## config.mk

```make
export PLATFORM = sky130hd
export DESIGN_NAME = rand_arbiter
export DESIGN_NICKNAME = d
export VERILOG_FILES = /design/src/rtl/rt_pkg.sv /design/src/rtl/rr_pick.sv /design/src/rtl/rand_arbiter.sv
export SDC_FILE = /design/constraint.sdc
export NUM_CORES = 1
export LEC_CHECK = 0
export ABC_AREA = 1
export CAP_MARGIN = 20
export CORE_MARGIN = 8
export CORE_UTILIZATION = 35
export CTS_CLUSTER_DIAMETER = 120
export DETAILED_ROUTE_END_ITERATION = 10
export HOLD_SLACK_MARGIN = 0.12
export PLACE_DENSITY = 0.71
export SYNTH_ARGS = -nofsm -noshare
export SYNTH_HDL_FRONTEND = slang
export SYNTH_HIERARCHICAL = 1
export SYNTH_SLANG_ARGS = --single-unit
```

## constraint.sdc

```tcl
create_clock -name Clk -period 3.15 [get_ports Clk]
set_input_delay 0.315 -clock Clk [delete_from_list [all_inputs] [get_ports Clk]]
set_output_delay 0.315 -clock Clk [all_outputs]
set_load 0.005 [all_outputs]
```

## src/rtl/rt_pkg.sv

```systemverilog
// Shared types and constants for the random-word arbiter slice.
package rt_pkg;

  // One generator sample.
  typedef logic [63:0] fixed_real;

  // Width of each per-requester burst-length field.
  localparam int unsigned REQ_LEN_W = 2;

  // Reload value of the optional whitening LFSR.
  localparam fixed_real RAND_LFSR_SEED = 64'h1;

  typedef enum logic {
    IDLE,
    BURST
  } arb_state_t;

endpackage

```

## src/rtl/rr_pick.sv

```systemverilog
// Round-robin winner selection: first set request bit at or after rr_ptr, wrapping.
module rr_pick #(
  parameter int unsigned NUM_REQ = 4,
  parameter int unsigned IDX_W   = $clog2(NUM_REQ)
) (
  input  logic [NUM_REQ-1:0] req,
  input  logic [IDX_W-1:0]   rr_ptr,
  output logic               any,
  output logic [IDX_W-1:0]   win
);

  // Scan NUM_REQ positions starting at rr_ptr; the first hit wins.
  always_comb begin : p_pick
    int unsigned pos;
    any = 1'b0;
    win = '0;
    pos = 0;
    for (int unsigned i = 0; i < NUM_REQ; i++) begin
      pos = 32'(rr_ptr) + i;
      if (pos >= NUM_REQ) begin
        pos = pos - NUM_REQ;
      end
      if (!any && req[pos[IDX_W-1:0]]) begin
        any = 1'b1;
        win = pos[IDX_W-1:0];
      end
    end
  end

endmodule

```

## src/rtl/rand_arbiter.sv

```systemverilog
// Grants the shared 64-bit random-word generator to one requester at a time for a
// burst of 1-3 consecutive words, round-robin fair, with one idle bubble between bursts.
// Optional feature: define RAND_ARB_WHITEN_EN to XOR each delivered word with a 64-bit
// LFSR that advances only on delivered words.
module rand_arbiter
  import rt_pkg::*;
#(
  parameter int unsigned NUM_REQ = 4,
  parameter int unsigned IDX_W   = $clog2(NUM_REQ)
) (
  input  logic                           Clk,
  input  logic                           Reset,
  input  logic [63:0]                    rand_in,
  input  logic [NUM_REQ-1:0]             req,
  input  logic [NUM_REQ*REQ_LEN_W-1:0]   req_len,
  output logic [NUM_REQ-1:0]             grant,
  output logic                           out_valid,
  output logic [63:0]                    out_data,
  output logic [1:0]                     out_idx,
  output logic                           out_last,
  output logic                           busy
);

  arb_state_t             state_q, state_d;
  logic [IDX_W-1:0]       rr_ptr_q, rr_ptr_d;
  logic [IDX_W-1:0]       win_q, win_d;
  logic [REQ_LEN_W-1:0]   len_q, len_d;
  logic [NUM_REQ-1:0]     grant_q, grant_d;
  logic                   valid_q, valid_d;
  fixed_real              data_q, data_d;
  logic [1:0]             idx_q, idx_d;
  logic                   last_q, last_d;

  logic                   pick_any;
  logic [IDX_W-1:0]       pick_win;
  logic [REQ_LEN_W-1:0]   pick_len;
  logic                   more;
  fixed_real              word;

  rr_pick #(
    .NUM_REQ (NUM_REQ),
    .IDX_W   (IDX_W)
  ) u_rr_pick (
    .req    (req),
    .rr_ptr (rr_ptr_q),
    .any    (pick_any),
    .win    (pick_win)
  );

  // Requested length of the prospective winner; a zero field means a single word.
  always_comb begin
    pick_len = req_len[pick_win*REQ_LEN_W +: REQ_LEN_W];
    if (pick_len == '0) begin
      pick_len = REQ_LEN_W'(1);
    end
  end

  // Another word remains in the current burst after the one now on the outputs.
  assign more = ({1'b0, idx_q} + 3'd1) < {1'b0, len_q};

`ifdef RAND_ARB_WHITEN_EN
  fixed_real lfsr_q, lfsr_d;
  logic      deliver;

  assign word    = rand_in ^ lfsr_q;
  assign deliver = ((state_q == IDLE) && pick_any) || ((state_q == BURST) && more);

  // Whitening LFSR steps once per delivered word only.
  always_comb begin
    lfsr_d = lfsr_q;
    if (deliver) begin
      lfsr_d = {lfsr_q[62:0], lfsr_q[63] ^ lfsr_q[62] ^ lfsr_q[60] ^ lfsr_q[59]};
    end
  end

  // LFSR register, reloaded on reset.
  always_ff @(posedge Clk) begin
    if (Reset) begin
      lfsr_q <= RAND_LFSR_SEED;
    end else begin
      lfsr_q <= lfsr_d;
    end
  end
`else
  assign word = rand_in;
`endif

  // FSM next state and next output values; outputs default to the idle (all-zero) pattern.
  always_comb begin
    state_d  = state_q;
    rr_ptr_d = rr_ptr_q;
    win_d    = win_q;
    len_d    = len_q;
    grant_d  = '0;
    valid_d  = 1'b0;
    data_d   = '0;
    idx_d    = '0;
    last_d   = 1'b0;
    unique case (state_q)
      IDLE: begin
        if (pick_any) begin
          state_d = BURST;
          win_d   = pick_win;
          len_d   = pick_len;
          grant_d = NUM_REQ'(1) << pick_win;
          valid_d = 1'b1;
          data_d  = word;
          last_d  = (pick_len == REQ_LEN_W'(1));
        end
      end
      BURST: begin
        if (more) begin
          grant_d = grant_q;
          valid_d = 1'b1;
          data_d  = word;
          idx_d   = idx_q + 2'd1;
          last_d  = ({1'b0, idx_q} + 3'd2) == {1'b0, len_q};
        end else begin
          // Burst done: one bubble cycle, then the pointer moves past the winner.
          state_d  = IDLE;
          rr_ptr_d = (win_q == IDX_W'(NUM_REQ - 1)) ? '0 : win_q + IDX_W'(1);
        end
      end
      default: state_d = IDLE;
    endcase
  end

  // State and output registers with synchronous reset.
  always_ff @(posedge Clk) begin
    if (Reset) begin
      state_q  <= IDLE;
      rr_ptr_q <= '0;
      win_q    <= '0;
      len_q    <= '0;
      grant_q  <= '0;
      valid_q  <= 1'b0;
      data_q   <= '0;
      idx_q    <= '0;
      last_q   <= 1'b0;
    end else begin
      state_q  <= state_d;
      rr_ptr_q <= rr_ptr_d;
      win_q    <= win_d;
      len_q    <= len_d;
      grant_q  <= grant_d;
      valid_q  <= valid_d;
      data_q   <= data_d;
      idx_q    <= idx_d;
      last_q   <= last_d;
    end
  end

  assign grant     = grant_q;
  assign out_valid = valid_q;
  assign out_data  = data_q;
  assign out_idx   = idx_q;
  assign out_last  = last_q;
  assign busy      = (state_q == BURST);

endmodule

```

Word-level counts from Yosys, hierarchy flattened
Cells that the tools add are included.
W data, S select, Z words.
- bitwise operators: 2
- muxes and demuxes: 34
- order comparisons: 9
- $mul: 0
- reductions and logical operators: 10
- equality and inequality tests: 4
- shift operators: 2
- divide/modulo/power cells: 0
- add/sub/neg operators: 11
- operators with widths (operator ; number):
    $mux W64 ; 2
    $pmux W64 S2 ; 1
    $mux W2 ; 10
    $lt A2 B3 Y1 const B ; 4
    $mux W1 ; 12
    $add A2 B2 Y3 const B ; 3
    $ge A3 B3 Y1 const B ; 3
    $bmux W1 S2 ; 4
    $mux W4 ; 2
    $pmux W4 S2 ; 1
    $shiftx A8 B4 Y2 ; 1
    $sub A2 B1 Y2 const B ; 4
    $add A2 B1 Y3 const B ; 2
    $add A2 B1 Y2 const B ; 2
    $pmux W1 S2 ; 2
    $reduce_and A2 Y1 ; 2
    $shl A1 B2 Y4 const A ; 1
    $eq A3 B2 Y1 ; 1
    $ge A2 B3 Y1 const B ; 1
    $logic_and A1 B1 Y1 ; 3
    $logic_not A1 Y1 ; 3
    $lt A3 B2 Y1 ; 1
    $reduce_or A3 Y1 ; 1
    $eq A2 B1 Y1 const B ; 1
    other kinds (4) ; 5
- memory bits (read-only): 0
- memories kept: 0
- latch bits: 0
- RAM bits: 0
- bits in registers: 78
- output and inout port bits: 73

Longest topological paths before layout
Gate-level depths: netlist of run 1.
- word-level depth: 20
- gate-level depth with buffers: 18

Hierarchy
Netlist of run 1, hierarchy kept.
- modules (own cells, without submodules) (module ; area an instance (um^2) ; sequential area each (um^2) ; cells each ; times used):
    rand_arbiter ; 3065.4 ; 1561.5 ; 287 ; 1
    rr_pick ; 319.1 ; 0.0 ; 59 ; 1

Worst setup path after synthesis of run 1
OpenSTA, ideal clock, no wires.
- path type: register -> register
- start point: reg rr_ptr_q[0]
- end point: reg last_q (netlist: out_last)
- required time: 3.036 ns
- path buffers: 2
- stages on the path, launching flop included: 18
- period minus slack after synthesis: 1.740 ns
- data arrival time: 1.626 ns
- setup slack: 1.410 ns
- cells stage by stage: dfxtp_1 -> buf_6 -> nand2_1 -> nand2_4 -> nand2_1 -> nand2_1 -> nor2_1 -> nor2_2 -> nand2_1 -> nand2_1 -> inv_1 -> buf_2 -> inv_1 -> nand3_1 -> nand3_1 -> nor2_1 -> a21oi_1 -> nor2_1
- cells in the longest elaborated chain, start to end: 20
- elaborated cells between the ends (all ways): 43
- those cells by class: 7 x add/sub; 4 x order compare; 1 x eq/ne; 1 x shift; 23 x mux; 7 x reduce/logical
- ends and longest elaborated chain (what ; RTL line ; text):
    start: declaration ; rand_arbiter.sv:25 ; logic [IDX_W-1:0] rr_ptr_q, rr_ptr_d;
    start signal: assignment ; rand_arbiter.sv:142 ; rr_ptr_q <= rr_ptr_d;
    branches (longest 13 deep; another with $add A2 B1 Y3) ; -- ;
    $mux W2 (*) ; rr_pick.sv:23 ; if (!any && req[pos[IDX_W-1:0]]) begin
    net pick_win[0] ; rand_arbiter.sv:35 ; logic [IDX_W-1:0] pick_win;
    $shiftx A8 B4 Y2 (*) ; rand_arbiter.sv:52 ; pick_len = req_len[pick_win*REQ_LEN_W +: REQ_LEN_W];
    $logic_not A2 Y1 ; rand_arbiter.sv:53 ; if (pick_len == '0) begin
    $mux W2 (*) ; rand_arbiter.sv:53 ;
    $eq A2 B1 Y1 (*) ; rand_arbiter.sv:108 ; last_d = (pick_len == REQ_LEN_W'(1));
    $mux W1 (*) ; rand_arbiter.sv:101 ; if (pick_any) begin
    $pmux W1 S2 (*) ; rand_arbiter.sv:99 ; unique case (state_q)
    end signal: assignment ; rand_arbiter.sv:149 ; last_q <= last_d;
    end: declaration ; rand_arbiter.sv:32 ; logic last_q, last_d;
Mark *: on every way through the listed nets, which the timed path passes. The select of a mux whose other input is x is not followed.
A chain may end at the register's enable or synchronous reset.

Worst setup path after layout of run 1
- start point: reg rr_ptr_q[0]
- end point: reg data_q[48] (netlist: out_data[48])
- cells in the longest elaborated chain, start to end: 16
- elaborated cells between the ends (all ways): 35
- those cells by class: 7 x add/sub; 4 x order compare; 18 x mux; 6 x reduce/logical
- ends and longest elaborated chain (what ; RTL line ; text):
    branches (longest 13 deep; another with $add A2 B1 Y3) ; -- ;
    $mux W1 (*) ; rr_pick.sv:23 ;
    net pick_any ; rand_arbiter.sv:34 ; logic pick_any;
    $mux W64 (*) ; rand_arbiter.sv:101 ;
    $pmux W64 S2 (*) ; rand_arbiter.sv:99 ;
    end signal: assignment ; rand_arbiter.sv:147 ; data_q <= data_d;
    end: declaration ; rand_arbiter.sv:30 ; fixed_real data_q, data_d;
Marks and branches as above.

==> qor.csv, run 1 <==
metric;value;unit
slowest_stage;dfxtp_1;
p_leak;0.00226;uW
diodes;0;
rr_startpoint;rr_ptr_q[0]$_SDFFE_PP0P_;
finalClockSkew;0.00836;ns
clock_path_buffers;2;
cts_buffers;9;
nFillCells;892;
drc;0;
root_buffer;clkbuf_8;
hold_depth;2;
routedWlPerCell;12.5;um
synth_top_area_cell;dfxtp_1;
io_pins;151;
postSynthAreaPerCell;9.78;um2
yosysWarningCount;6;
rsz0062_at_grt;no;
worst_ir_drop_vdd;0.000402;V
synthToLayoutAreaGrowth;52.5;%
p_per_area;840;mW/mm2
slew_headroom;67.8;%
cts_setup_buffers;0;
holdPathEnd;grant[2]$_SDFFE_PP0P_;
vias;2573;
io_buffers;150;
drtAntennaViolNets;0;
required;3.38;ns
cp.buffers_inverters;4;
finalHoldViolCount;0;
ctsHoldBuffers;0;
reg2reg_to;out_data[48]$_SDFF_PP0_;
fin_crit;2.46;ns
syn_area;0.00338;mm2
drv_slew;0;
yosysTopAreaCellShare;46.1;%
crit_path_cell_trace;inv_2 > nand2_1 > nand2_2 > nand2_2 > nand2_2 > nor2_4 > nand3b_1 > inv_1 > nor2_4 > nand2_4 > nand2_4 > inv_8 > buf_4 > nor2_4;
synthTopCellsByArea;dfxtp_1 46%, nor2_4 21%, inv_1 8.9%;
tns;0;ns
layout-drive-gt1-share;21.8;%
setup_viol;0;
die_w;114;um
fmax;407;MHz
grt_pass1_wl;12900;um
syn_nets;428;
final_util;53.8;%
yosysSeqAreaShare;46.1;%
timing_worst_setup_path_type;flip-flop to flip-flop;
synth_top_family_by_area;simple AND/OR/NAND/NOR gates;
drt_first_pass_iters;4;
cts_resized;0;
grt_overflow_total;0;
worstMarginPinSlew;0.482;ns
track_usage;12.8;%
synth-xor-area-share;0;%
synthSimpleGateAreaFrac;35.4;%
drtIter0Drc;116;
h-tree-depth;3;
start_kind;flip-flop;
regToRegSetupSlack;0.69;ns
crit_path_end_kind;flip-flop;
gp_congestion;0.823;
clk_latency;0.34;ns
rows;36;
hp-start;grant[2]$_SDFFE_PP0P_;
ys_ff_latch;78;
cts_tree;yes;
clkSlewWorstSetupHoldPaths;0.07;ns
fin_nets;582;
initial_utilization;35.3;%
die_y;114;um
finalCritPeriodShare;78.0;%
multi_input_area;0.00134;mm2
status;completed;
hp-class;flip-flop to flip-flop;
coreArea;0.00959;mm2
synth_compound_area_share;2.59;%
design.die.area;0.0131;mm2
grt_max_degree;30;
antenna_found_initial;0;
max_stage_delay;0.62;ns
vias_per_cell;4.03;
clock_sinks;78;
arrival;2.69;ns
ys_types;28;
dp_hpwl;6540;um
cap_violations;0;
wl;7950;um
syn_inst;346;
synthAdderAreaFrac;1.70;%
grt_pass1_vias;2779;
regArea;0.00156;mm2
path_delay_family;buffers and inverters;
crit_path_max_fanout;29;
reg2reg_depth;14;
synth_mux_area_share;0;%
## routing by layer
| metal | wire [um] | global-route usage, % | share of wire (%) |
|---|---|---|---|
| met5 | 0 | 0 | 0 |
| met4 | 178 | 6.12 | 2.2 |
| met3 | 1320 | 9.76 | 17 |
| met2 | 3700 | 20.9 | 47 |
| met1 | 2750 | 11.4 | 35 |
## cell usage in the layout (no fill, tap or decap)
master and count:
buf_4 2, dfxtp_1 78, bufinv_16 1, nand3_1 15, inv_2 4, nor2_4 62, o21ai_1 1, clkdlybuf4s50_1 150
nor2_2 1, inv_1 80, nand3b_1 1, buf_12 2, nand2_1 29, nor2_1 21, o21bai_1 1, inv_8 1
o31ai_1 4, nand2_4 7, nand2_2 10, fa_1 1, nand3_2 3, clkinv_2 2, ha_1 3, clkbuf_8 11
nand3b_4 1, a21oi_1 4, clkinvlp_4 1, o21ai_0 5, nor2_8 1, nor3_1 1, nand4_1 1, inv_6 1
## cell usage after synthesis (all sizes together)
master   n
nand3b   2
nor3     1
fa       1
buf     11
ha       3
nand4    1
nor2    85
inv     85
o21ai    6
o21bai   1
o31ai    4
a21oi    4
nand2   46
nand3   18
dfxtp   78
## report_power, final
| group | internal [uW] | leakage [uW] | switching [uW] |
|---|---|---|---|
| registers | 1290 | 0.000644 | 132 |
| logic | 990 | 0.00151 | 1160 |
| clock network | 409 | 0.000106 | 353 |
## cell families after synthesis
kind of cell               Yosys count
AOI/OAI and AO/OA                   15
adders and majority gates            4
buffers and inverters               96
DFF                                 78
and+or+nand+nor                    153
## sequential cells by signal, indices dropped and copies added, names as in the netlist
| register | flops |
|---|---|
| win_q | 2 |
| rr_ptr_q | 2 |
| grant | 4 |
| out_idx | 2 |
| out_last | 1 |
| out_data | 64 |
| len_q | 2 |
| out_valid | 1 |
## metrics by stage
step / worst slack, ns / total power, uW / area [um2] / hold WS (ns) / std cells
finish: 0.693 / 4330 / 5160 / 0.488 / 638
global route: 0.461 / 4670 / 5160 / 0.502 / 638
CTS: 0.660 / 4410 / 5160 / 0.473 / 638
detailed placement: 0.677 / 3620 / 4950 / 0.477 / 622
global placement: 0.734 / 3580 / 4950 / 0.479 / 622
floorplan: 1.41 / 2870 / 3380 / 0.387 / 346
## tightest hold or removal path, stage by stage (launching register included)
cell	delay, ns
dfxtp_1	0.32
nand3_1	0.07
o31ai_1	0.05
## worst max-delay path by stage
stage                                   from                       to  depth (start not counted)  slack (ns)
finish              rr_ptr_q[0]$_SDFFE_PP0P_  out_data[48]$_SDFF_PP0_                         14        0.69
global route        rr_ptr_q[0]$_SDFFE_PP0P_  out_data[43]$_SDFF_PP0_                         14        0.46
CTS                 rr_ptr_q[0]$_SDFFE_PP0P_  out_data[48]$_SDFF_PP0_                         14        0.66
global placement                      req[3]  out_data[44]$_SDFF_PP0_                         14        0.73
floorplan           rr_ptr_q[0]$_SDFFE_PP0P_      out_last$_SDFF_PP0_                         17        1.41
detailed placement  rr_ptr_q[0]$_SDFFE_PP0P_  out_data[48]$_SDFF_PP0_                         14        0.68
## area by class of cell
cell class / instances / area share (%)
multi-input cells: 172 / 26.0
repair buffers: 154 / 30.2
well taps: 133 / 3.22
flip-flops and latches: 78 / 30.3
inverters: 85 / 6.33
clock inverters: 5 / 1.09
clock buffers: 11 / 2.93
Note: power is estimated with default switching activity, not from simulation.
==> run 2: changes to the inputs <==
- PLACE_DENSITY: 0.71 -> 0.74
- clock period: 3.15 -> 2.15 ns (I/O delays scaled with it)
==> run 2 against run 1 <==
Compared with the run above:
- maximum frequency is 30% higher
- clock power is 53% higher
- die area stayed put
- power is 54% higher
- critical path depth is 1 lower
- via count is 1.6% higher
- largest power group unchanged
- critical path type unchanged
- sequential power is 46% higher
==> qor.csv, run 2 (synthesis gave the netlist of run 1 again) <==
metric;value;unit;change
h-tree-depth;3;;unchanged
routedWlPerCell;12.9;um;was 12.5 um
reg2reg_depth;13;;was 14
max_stage_delay;0.40;ns;was 0.62 ns
drtAntennaViolNets;0;;unchanged
diodes;0;;unchanged
track_usage;13.1;%;was 12.8%
nFillCells;846;;was 892
finalCritPeriodShare;88.1;%;was 78.0%
final_common_cell;clkdlybuf4s50_1;;unchanged
cap_violations;0;;unchanged
io_pins;151;;unchanged
finalHoldViolCount;0;;unchanged
drt_first_pass_iters;4;;unchanged
grt_pass1_wl;13200;um;was 12900 um
p_per_area;1270;mW/mm2;was 840 mW/mm2
clock_path_buffers;2;;unchanged
layout-drive-gt1-share;24.1;%;was 21.8%
clock_sinks;78;;unchanged
ctsHoldBuffers;0;;unchanged
crit_path_end_kind;flip-flop;;unchanged
drv_slew;0;;unchanged
grt_overflow_total;0;;unchanged
dp_hpwl;6920;um;was 6540 um
p_leak;0.00232;uW;was 0.00226 uW
initial_utilization;35.3;%;unchanged
fin_hold_ws;0.390;ns;was 0.488 ns
drtIter0Drc;103;;was 116
rsz0062_at_grt;no;;unchanged
cp.buffers_inverters;4;;unchanged
clk_latency;0.34;ns;about the same
path_depth;13;;was 14
clkSlewWorstSetupHoldPaths;0.08;ns;was 0.07 ns
crit_path_max_fanout;12;;was 29
vias_per_cell;4.04;;was 4.03
slowest_stage;dfxtp_2;;was dfxtp_1
setup_viol;0;;unchanged
synthToLayoutAreaGrowth;55.6;%;was 52.5%
gp_congestion;0.802;;was 0.823
design.die.area;0.0131;mm2;unchanged
place_area;0.00504;mm2;was 0.00495 mm2
fin_crit;1.90;ns;was 2.46 ns
path_delay_family;simple AND/OR/NAND/NOR gates;;was buffers and inverters
status;completed;;unchanged
io_buffers;150;;unchanged
grt_pass1_vias;2762;;was 2779
drc;0;;unchanged
die_y;114;um;unchanged
tns;0;ns;unchanged
start_kind;flip-flop;;unchanged
crit_path_cell_trace;buf_4 > nand2_2 > nand3_2 > nand2_4 > nor2_4 > nand3b_1 > inv_1 > nor2_4 > nand2_4 > nand2_4 > inv_8 > buf_4 > nor2_4;;was inv_2 > nand2_1 > nand2_2 > nand2_2 > nand2_2 > nor2_4 > nand3b_1 > inv_1 > nor2_4 > nand2_4 > nand2_4 > inv_8 > buf_4 > nor2_4
finalClockSkew;0.00901;ns;was 0.00836 ns
fmax;528;MHz;was 407 MHz
largest_reg_flops;64;;unchanged
fin_nets;592;;was 582
hold_depth;3;;was 2
wl;8350;um;was 7950 um
final_util;54.9;%;was 53.8%
arrival;2.13;ns;was 2.69 ns
timing_worst_setup_path_type;flip-flop to flip-flop;;unchanged
cts_buffers;9;;unchanged
final_area;0.00527;mm2;was 0.00516 mm2
vias;2615;;was 2573
hp-class;input pin to flip-flop;;was flip-flop to flip-flop
antenna_found_initial;0;;unchanged
root_buffer;clkbuf_8;;unchanged
die_w;114;um;unchanged
worstMarginPinSlew;0.392;ns;was 0.482 ns
cts_tree;yes;;unchanged
coreArea;0.00959;mm2;unchanged
rows;36;;unchanged
worst_ir_drop_vdd;0.000541;V;was 0.000402 V
required;2.39;ns;was 3.38 ns
layout_common_cells;150 x clkdlybuf4s50_1, 79 x inv_1, 76 x dfxtp_1, 62 x nor2_4, 29 x nand2_1;;was 150 x clkdlybuf4s50_1, 80 x inv_1, 78 x dfxtp_1, 62 x nor2_4, 29 x nand2_1
grt_max_degree;17;;was 30
slew_headroom;73.8;%;was 67.8%
run 2: changes by cell type in the layout (fill, tap and decap cells not counted), sizes merged:
cell | previous run | this run
clkinvlp | 1 | 0
clkbuf | 11 | 12
buf | 4 | 14
run 2: stage by stage:
step / setup slack, ns / std cells / total power [uW]
floorplan: 0.410 / 346 / 4200
global placement: 0.0801 / 632 / 5490
detailed placement: 0.0250 / 632 / 5570
CTS: 0.102 / 648 / 6770
global route: 0.0588 / 648 / 7160
finish: 0.255 / 648 / 6680
run 2: power breakdown:
part	switching [uW]	internal, uW
Sequential	178	1890
Clock	529	636
Combinational	1780	1660
Total	2490	4190
run 2: worst paths after layout:
check                            from                      end  slack (ns)
max reg2reg  rr_ptr_q[0]$_SDFFE_PP0P_  out_data[21]$_SDFF_PP0_        0.25
min                       rand_in[10]  out_data[10]$_SDFF_PP0_        0.39
min reg2reg     grant[3]$_SDFFE_PP0P_    grant[3]$_SDFFE_PP0P_        0.49
max          rr_ptr_q[0]$_SDFFE_PP0P_  out_data[21]$_SDFF_PP0_        0.25
run 2: final cells by class:
class	instances	area, um2	share of cell area (%)
sequential	78	1560	29.7
multi-input combinational	172	1350	25.6
tap	133	166	3.16
inverter	85	327	6.20
timing repair buffer	164	1640	31.2
clock buffer	12	165	3.14
clock inverter	4	52.6	0.998
run 2: worst min-delay path, delay by kind of cell:
family / cells / cell delay, ns
buf+inv: 2 / 0.44
simple gates: 1 / 0.03
run 2: routing by layer:
layer | track usage, % | part of all wire [%] | vias up
met5 | 0 | 0 | -
met3 | 9.23 | 15 | 10
met4 | 6.12 | 1.5 | 0
li1 | - | - | 1329
met2 | 21.6 | 48 | 106
met1 | 12.2 | 35 | 1170
run 2: repair_timing:
action / 4_1_cts / 5_1_grt
setup buffers: 0 / 0
resized for setup: 0 / 4
setup endpoints to repair: 0 / 34
hold endpoints to repair: 0 / 0
==> run 3: changes to the inputs <==
- ABC_CLOCK_PERIOD_IN_PS: not set -> 2150
- CORE_ASPECT_RATIO: not set -> 1.5
==> run 3 against run 2 <==
Compared with the run above:
- critical path depth is the same
- sequential power is essentially flat
- non-clock buffer count shrank 2
- clock skew fell by 0.0027 ns
- final cell count is 3.2% lower
- global-route usage rose by 0.34 points
- first-iteration DRC count down 31%
- die area grew 0.50%
- critical path type unchanged
==> qor.csv, run 3 (synthesis gave the netlist of run 1 again) <==
metric;value;unit;change
ctsHoldBuffers;0;;unchanged
timing_worst_setup_path_type;flip-flop to flip-flop;;unchanged
fin_crit;1.97;ns;was 1.90 ns
track_usage;13.5;%;was 13.1%
gp_congestion;0.888;;was 0.802
crit_path_end_kind;flip-flop;;unchanged
clkSlewWorstSetupHoldPaths;0.06;ns;was 0.08 ns
clock_path_buffers;2;;unchanged
final_common_cell;clkdlybuf4s50_1;;unchanged
dp_hpwl;6950;um;was 6920 um
tns;0;ns;unchanged
finalClockSkew;0.00628;ns;was 0.00901 ns
crit_path_max_fanout;12;;unchanged
die_w;96.3;um;was 114 um
fmax;507;MHz;was 528 MHz
total_power;7350;uW;was 6680 uW
arrival;2.19;ns;was 2.13 ns
cap_violations;0;;unchanged
routedWlPerCell;13.4;um;was 12.9 um
antenna_found_initial;0;;unchanged
finalCritPeriodShare;91.8;%;was 88.1%
layout_common_cells;150 x clkdlybuf4s50_1, 79 x inv_1, 76 x dfxtp_1, 62 x nor2_4, 29 x nand2_1;;unchanged
worstMarginPinSlew;0.380;ns;was 0.392 ns
initial_utilization;35.5;%;was 35.3%
synthToLayoutAreaGrowth;59.7;%;was 55.6%
root_buffer;clkbuf_16;;was clkbuf_8
vias_per_cell;4.15;;was 4.04
io_buffers;150;;unchanged
grt_pass1_vias;2882;;was 2762
grt_overflow_total;0;;unchanged
rows;44;;was 36
largest_reg_flops;64;;unchanged
drc;0;;unchanged
clock_sinks;78;;unchanged
dp_worst_setup_slack;-0.0186;ns;was 0.0250 ns
setup_viol;0;;unchanged
wl;8430;um;was 8350 um
vias;2600;;was 2615
required;2.37;ns;was 2.39 ns
hp-class;input pin to flip-flop;;unchanged
drv_slew;0;;unchanged
slew_headroom;74.6;%;was 73.8%
drt_first_pass_iters;5;;was 4
place_area;0.00504;mm2;unchanged
final_area;0.00541;mm2;was 0.00527 mm2
design.die.area;0.0131;mm2;about the same
io_pins;151;;unchanged
h-tree-depth;3;;unchanged
coreArea;0.00952;mm2;was 0.00959 mm2
drtAntennaViolNets;0;;unchanged
clk_latency;0.32;ns;was 0.34 ns
worst_ir_drop_vdd;0.000773;V;was 0.000541 V
fin_nets;590;;was 592
cts_buffers;9;;unchanged
cts_tree;yes;;unchanged
finalHoldViolCount;0;;unchanged
setup_slack;0.177;ns;was 0.255 ns
status;completed;;unchanged
p_per_area;1360;mW/mm2;was 1270 mW/mm2
grt_pass1_wl;13700;um;was 13200 um
diodes;0;;unchanged
grt_max_degree;14;;was 17
die_y;136;um;was 114 um
layout-drive-gt1-share;23.6;%;was 24.1%
start_kind;flip-flop;;unchanged
fin_hold_ws;0.413;ns;was 0.390 ns
p_leak;0.00239;uW;was 0.00232 uW
drtIter0Drc;71;;was 103
run 3: final cells by class:
cell class / count / area (um2)
fill: 846 / 4120
timing repair buffer: 162 / 1670
multi-input combinational: 172 / 1350
inverter: 85 / 327
clock buffer: 12 / 267
sequential: 78 / 1560
clock inverter: 3 / 90.1
tap: 115 / 144
run 3: what timing repair did:
action,in CTS,in global routing
setup endpoints to repair,0,64
gates resized for setup,0,4
setup buffers,0,0
run 3: path summary, 6_finish.rpt:
| path | from | end | slack, ns | cells past startpoint |
|---|---|---|---|---|
| hold reg to reg | grant[0]$_SDFFE_PP0P_ | grant[0]$_SDFFE_PP0P_ | 0.49 | 2 |
| setup reg to reg | rr_ptr_q[0]$_SDFFE_PP0P_ | out_data[12]$_SDFF_PP0_ | 0.18 | 13 |
| setup / recovery | rr_ptr_q[0]$_SDFFE_PP0P_ | out_data[12]$_SDFF_PP0_ | 0.18 | 13 |
| hold / removal | rand_in[13] | out_data[13]$_SDFF_PP0_ | 0.41 | 3 |
run 3: worst max-delay path, stage by stage (launching register included):
cell and delay, ns:
dfxtp_2 0.39, buf_4 0.19, nand2_2 0.08, nand3_2 0.11, nand2_4 0.08, nor2_4 0.14
nand3b_1 0.09, inv_1 0.11, nor2_4 0.05, nand2_4 0.10, nand2_4 0.08, inv_8 0.17
buf_12 0.21, nor2_1 0.05
run 3: where the power goes:
part,internal [uW],switching [uW]
sequential,1890,183
combinational,1710,1800
clock,1220,548
run 3: through the flow:
stage	std cells	util, %
5_1_grt	627	56.8
3_3_place_gp	612	52.9
2_1_floorplan	346	-
6_report	627	56.8
3_5_place_dp	612	52.9
4_1_cts	627	56.7
run 3: metal layers:
layer,global-route usage (%),vias up,wire length [um]
met1,12.3,1169,2930
met2,24.4,98,4470
met5,0,-,0
li1,-,1323,-
met4,4.48,0,105
met3,7.24,10,927
